===== src/rtl/muldiv_unit.sv =====
// Iterative RV32M/RV64M multiply/divide unit: radix-2 shift-add multiply, restoring divide.
// Latency: done XLEN+2 cycles after acceptance; divide-by-zero / signed overflow finish in 1 cycle.
// Backpressure: start sampled only in IDLE, busy stalls the pipeline, no queueing; flush aborts.
module muldiv_unit #(
    parameter int XLEN = 32
) (
    input  logic            clk,
    input  logic            rst_n,
    input  logic            start,
    input  logic [2:0]      funct3,
    input  logic [XLEN-1:0] op_a,
    input  logic [XLEN-1:0] op_b,
    input  logic            flush,
    output logic            busy,
    output logic            done,
    output logic [XLEN-1:0] result
);
    localparam int              CW       = $clog2(XLEN + 1);
    localparam logic [CW-1:0]   CNT_INIT = CW'(XLEN);
    localparam logic [CW-1:0]   CNT_LAST = CW'(1);
    localparam logic [XLEN-1:0] INT_MIN  = {1'b1, {(XLEN-1){1'b0}}};
    localparam logic [XLEN-1:0] ALL_ONES = {XLEN{1'b1}};

    typedef enum logic [1:0] {IDLE, CALC, FIXUP, DONE} state_t;

    state_t            state;
    logic [2:0]        op_q;
    logic              sign_a_q;
    logic              sign_b_q;
    logic [XLEN-1:0]   opnd_q;      // multiplicand magnitude, or divisor magnitude
    logic [2*XLEN-1:0] acc_q;       // {hi, lo} product, or {rem, quot}
    logic [CW-1:0]     count_q;

    // Operand decode at acceptance: signedness, magnitudes, special divide cases
    logic            is_div;
    logic            a_signed;
    logic            b_signed;
    logic            neg_a;
    logic            neg_b;
    logic [XLEN-1:0] mag_a;
    logic [XLEN-1:0] mag_b;
    logic            div_zero;
    logic            div_ovf;
    logic [XLEN-1:0] special_res;

    assign is_div      = funct3[2];
    assign a_signed    = is_div ? ~funct3[0] : (funct3[1:0] == 2'b01 || funct3[1:0] == 2'b10);
    assign b_signed    = is_div ? ~funct3[0] : (funct3[1:0] == 2'b01);
    assign neg_a       = a_signed & op_a[XLEN-1];
    assign neg_b       = b_signed & op_b[XLEN-1];
    assign mag_a       = neg_a ? -op_a : op_a;
    assign mag_b       = neg_b ? -op_b : op_b;
    assign div_zero    = is_div && (op_b == '0);
    assign div_ovf     = is_div && !funct3[0] && (op_a == INT_MIN) && (op_b == ALL_ONES);
    // Divide by zero: quotient all-ones, remainder = dividend.
    // Signed overflow: quotient = dividend, remainder = 0.
    assign special_res = div_zero ? (funct3[1] ? op_a : ALL_ONES)
                                  : (funct3[1] ? '0   : op_a);

    // One iteration of shift-add multiply: add multiplicand to upper half if LSB set, shift right
    logic [XLEN:0]     mul_sum;
    logic [2*XLEN-1:0] mul_next;
    assign mul_sum  = {1'b0, acc_q[2*XLEN-1:XLEN]} + (acc_q[0] ? {1'b0, opnd_q} : '0);
    assign mul_next = {mul_sum, acc_q[XLEN-1:1]};

    // One iteration of restoring divide: shift {rem, quot} left, trial-subtract divisor
    logic [XLEN:0]     div_sh;
    logic [XLEN:0]     div_diff;
    logic              div_ge;
    logic [2*XLEN-1:0] div_next;
    assign div_sh   = acc_q[2*XLEN-1:XLEN-1];
    assign div_diff = div_sh - {1'b0, opnd_q};
    assign div_ge   = div_sh >= {1'b0, opnd_q};
    assign div_next = {(div_ge ? div_diff[XLEN-1:0] : div_sh[XLEN-1:0]), acc_q[XLEN-2:0], div_ge};

    // Sign correction of the unsigned core result
    logic [2*XLEN-1:0] prod_fix;
    logic [XLEN-1:0]   mul_res;
    logic [XLEN-1:0]   quot_fix;
    logic [XLEN-1:0]   rem_fix;
    logic [XLEN-1:0]   fix_res;
    assign prod_fix = (sign_a_q ^ sign_b_q) ? -acc_q : acc_q;
    assign mul_res  = (op_q[1:0] == 2'b00) ? prod_fix[XLEN-1:0] : prod_fix[2*XLEN-1:XLEN];
    assign quot_fix = (sign_a_q ^ sign_b_q) ? -acc_q[XLEN-1:0] : acc_q[XLEN-1:0];
    assign rem_fix  = sign_a_q ? -acc_q[2*XLEN-1:XLEN] : acc_q[2*XLEN-1:XLEN];
    assign fix_res  = op_q[2] ? (op_q[1] ? rem_fix : quot_fix) : mul_res;

    // Control FSM with registered busy/done/result and the iterative datapath
    always_ff @(posedge clk) begin
        if (!rst_n) begin
            state    <= IDLE;
            busy     <= 1'b0;
            done     <= 1'b0;
            result   <= '0;
            count_q  <= '0;
            op_q     <= '0;
            sign_a_q <= 1'b0;
            sign_b_q <= 1'b0;
            opnd_q   <= '0;
            acc_q    <= '0;
        end else if (flush) begin
            state <= IDLE;
            busy  <= 1'b0;
            done  <= 1'b0;
        end else begin
            done <= 1'b0;
            case (state)
                IDLE: begin
                    if (start) begin
                        op_q     <= funct3;
                        sign_a_q <= neg_a;
                        sign_b_q <= neg_b;
                        count_q  <= CNT_INIT;
                        if (div_zero || div_ovf) begin
                            result <= special_res;
                            done   <= 1'b1;
                            state  <= DONE;
                        end else begin
                            opnd_q <= is_div ? mag_b : mag_a;
                            acc_q  <= {{XLEN{1'b0}}, (is_div ? mag_a : mag_b)};
                            busy   <= 1'b1;
                            state  <= CALC;
                        end
                    end
                end
                CALC: begin
                    acc_q   <= op_q[2] ? div_next : mul_next;
                    count_q <= count_q - CNT_LAST;
                    if (count_q == CNT_LAST) begin
                        state <= FIXUP;
                    end
                end
                FIXUP: begin
                    result <= fix_res;
                    busy   <= 1'b0;
                    done   <= 1'b1;
                    state  <= DONE;
                end
                default: begin
                    state <= IDLE;
                end
            endcase
        end
    end

endmodule


===== config.mk =====
export PLATFORM = sky130hd
export DESIGN_NAME = muldiv_unit
export DESIGN_NICKNAME = d
export VERILOG_FILES = /design/src/rtl/muldiv_unit.sv
export SDC_FILE = /design/constraint.sdc
export NUM_CORES = 1
export LEC_CHECK = 0
export ABC_AREA = 1
export BUFFER_PORTS_ARGS = -buffer_cell sky130_fd_sc_hd__buf_2
export CELL_PAD_IN_SITES_DETAIL_PLACEMENT = 0
export CELL_PAD_IN_SITES_GLOBAL_PLACEMENT = 2
export CORE_UTILIZATION = 29
export DETAILED_ROUTE_END_ITERATION = 16
export GPL_ROUTABILITY_DRIVEN = 0
export PLACE_DENSITY_LB_ADDON = 0.1
export SLEW_MARGIN = 20
export SYNTH_ARGS = -nofsm -noshare
export SYNTH_HDL_FRONTEND = slang
export SYNTH_SLANG_ARGS = --single-unit

===== constraint.sdc =====
create_clock -name clk -period 2.6 [get_ports clk]
set_clock_uncertainty 0.1 [all_clocks]
set_input_delay 0.52 -clock clk [delete_from_list [all_inputs] [get_ports clk]]
set_output_delay 0.52 -clock clk [all_outputs]
set_load 0.03 [all_outputs]

==> metrics.txt <==
CTS root buffer=clkbuf_16; Worst-Skew Late Latency=0.49 ns; worst-path maximum fanout=2; CTS Buf Count=17; P_sw=4.25 mW; type of the most critical hold path=input pin to flop; area grow syn2layout=37.3%; Main synth FF type=dfxtp_1; starting density of the core=0.293; max-slew violations=0; clock power share=0.296; Cell Count, Final, Fillers Out=4736; max-cap violations=0; grt total ovfl=0; static leakage=12.3 nW; Net Count, Synth=3539; CTS Sinks=143; Power Internal=5.73 mW; part of the cycle the worst path needs=0.987; Initial DRC Count=2517; worst setup path startpoint=opnd_q[22]; Final Hold Viols=0; synth top area cells=nand2_1 (19%), dfxtp_1 (15%), nand3_1 (11%), nor2_1 (7.6%), a21oi_1 (7.5%); initial antenna violation count=2; H-Tree Depth=4; status=finished clean; drt first pass iters=7; final wirelength=108000 um; FFs w/ async S/R, synth=0; Req. time, crit path=2.86 ns; layout cells sized above 1=0.253; largest net degree at the start of global routing=98; f_max=390 MHz; number of synthesized flops with an enable pin=0; Cell Area, Synth=0.0185 mm2; Final Util=0.403; post-synthesis sequential area ratio=0.155; Tot GR Track Use=0.326; Longest Clk Path Bufs=2; internal reg-to-reg setup slack=0.03 ns; Reg-to-Reg Start=opnd_q[22]; fin nets=4026; Worst setup SP type=flop; footprint of the multi-input gates=0.0147 mm2; yosys warns=0; CTS clk-pin slew, worst paths=0.07 ns; hold path startpoint=start; minimum clock period=2.57 ns; Slew HR=0.470; Power per Cell Area=394 mW/mm2; worst path arrival time=2.83 ns; post-synth cell types=56; Core Footprint=0.0630 mm2; post-route ant nets=0; Die ar.=0.0647 mm2; vias in the first global route=23700; Final setup viols=0; Setup CP Type=flop to flop; Syn Inst Count=3390; DRC Markers=0; Gate power share=0.459; VDD IR-drop max=423 uV; wire length per cell=22.7 um; Sequential Power Share=0.245; post-synthesis register bit count=143; hpwl dp=87400 um; Die X=254 um; top cell type by total area after synthesis=nand2_1; Ports=105; Slew @ Worst Pin=0.794 ns; Core Rows=92; sw frac=0.426; RSZ-0062 raised after global routing=yes; # fillers=7001; Port Buffers=104; die height=254 um; total chip power=9.98 mW; Worst Setup End Kind=flop; Hold Path Depth=3; CTS tree=done; worst r2r path cells=13; Cells after DPL=4693; Yosys top cell area share=0.194; Inserted Diodes=0; DR vias=25400; first-pass GRT wire length=154000 um; Post-CTS Hold Fix Bufs=0; DR vias/cell=5.35; Avg Cell Area, Syn=5.45 um2; register area=0.00289 mm2
## worst max-delay path: stages, from the launching register on
cell and delay [ns]:
dfxtp_2 0.33, inv_2 0.13, ha_4 0.22, a21oi_2 0.20, buf_4 0.14, buf_4 0.08, o21ai_0 0.13, a21oi_1 0.23
buf_4 0.15, nand4_1 0.32, nand3_1 0.18, nand3_1 0.08, nand3_1 0.09, a21oi_1 0.06
## power groups by stage
stage          sequential (mW)  combinational [mW]  clock, mW
6_report                  2.45                4.58       2.95
5_1_grt                   2.46                4.91       3.06
4_1_cts                   2.44                4.33       2.98
3_5_place_dp              2.49                4.27          0
3_3_place_gp              2.48                4.26          0
2_1_floorplan             2.47                2.25          0
## area by class of cell
type	count	share of cell area
clock buffers	19	0.0179
clock inverters	13	0.00873
inverters	380	0.0565
multi-input cells	2716	0.579
flip-flops and latches	143	0.114
well taps	846	0.0417
repair buffers	619	0.183
## timing repair
action                                 CTS  global route
setup buffers                            3             6
endpoints found under the hold margin    0             0
setup endpoints to repair               46            59
gates resized for setup                 61           252
pin swaps                               10            56
cloned                                   2             0
## cells by family (layout without fill, tap and decap cells)
logic type	after synthesis	count (layout)	synth area share
and+or+nand+nor	1893	1895	0.442
AOI/OAI and AO/OA	659	659	0.190
buffers and inverters	533	1031	0.120
DFF	143	143	0.155
xor gates and xnor gates	83	83	0.0393
adders and majority gates	79	79	0.0542
## stage by stage
step / setup WS [ns] / hold WS [ns] / setup TNS, ns / cell area [um2]
final: 0.0336 / 0.281 / 0 / 25400
after floorplan: 0.0766 / 0.347 / 0 / 18500
after global placement: -0.263 / 0.354 / -10.13 / 23300
after CTS: 0.0000475 / 0.265 / 0 / 24300
after detailed placement: -0.329 / 0.356 / -11.10 / 23300
after global routing: -0.0653 / 0.278 / -0.634 / 25400
## registers in the layout, indices dropped and copies added, names as in the netlist
signal / flops
op_q: 3
state: 2
result: 32
count_q: 6
busy: 1
acc_q: 64
done: 1
opnd_q: 32
sign_a_q: 1
sign_b_q: 1
## cell usage after synthesis, drive strengths merged, types with 2 or more instances
master	n
xor2	72
nand2	971
nor3b	2
o211ai	26
and2	3
a21o	4
nor3	27
a31oi	39
nor2	398
inv	377
nand3	406
buf	70
o21a	8
ha	76
a211oi	3
o22ai	5
or2	5
dfxtp	143
nand4	52
clkbuf	83
nand3b	22
clkinv	3
fa	2
a21oi	279
o21ai	282
nor4	6
xnor2	11
o21bai	9
## metal layers
metal / global-route usage / vias to the layer above / part of all wire
met5: 0 / - / 0.00012
li1: - / 12100 / -
met3: 0.0440 / 207 / 0.069
met1: 0.411 / 11900 / 0.42
met4: 0.151 / 2 / 0.050
met2: 0.547 / 1076 / 0.46
## path summary, 6_finish.rpt
path,endpoint
worst max-delay path,acc_q[55]
worst min-delay path,done
worst max register to register,acc_q[55]
worst min register to register,result[22]
## cells in the final DEF, fill, tap and decap left out, drive strengths merged, types with 8 or more instances in the layout
cell type and n:
o21a 8, buf 619, nor3 27, o21bai 9
inv 384, nand3b 22, o211ai 26, xnor2 11
nor2 398, xor2 72, a21oi 279, nand3 406
o21ai 282, ha 76, clkbuf 19, nand4 52
nand2 973, a31oi 39, dfxtp 143
No activity file was read; power rests on OpenSTA's default activity.
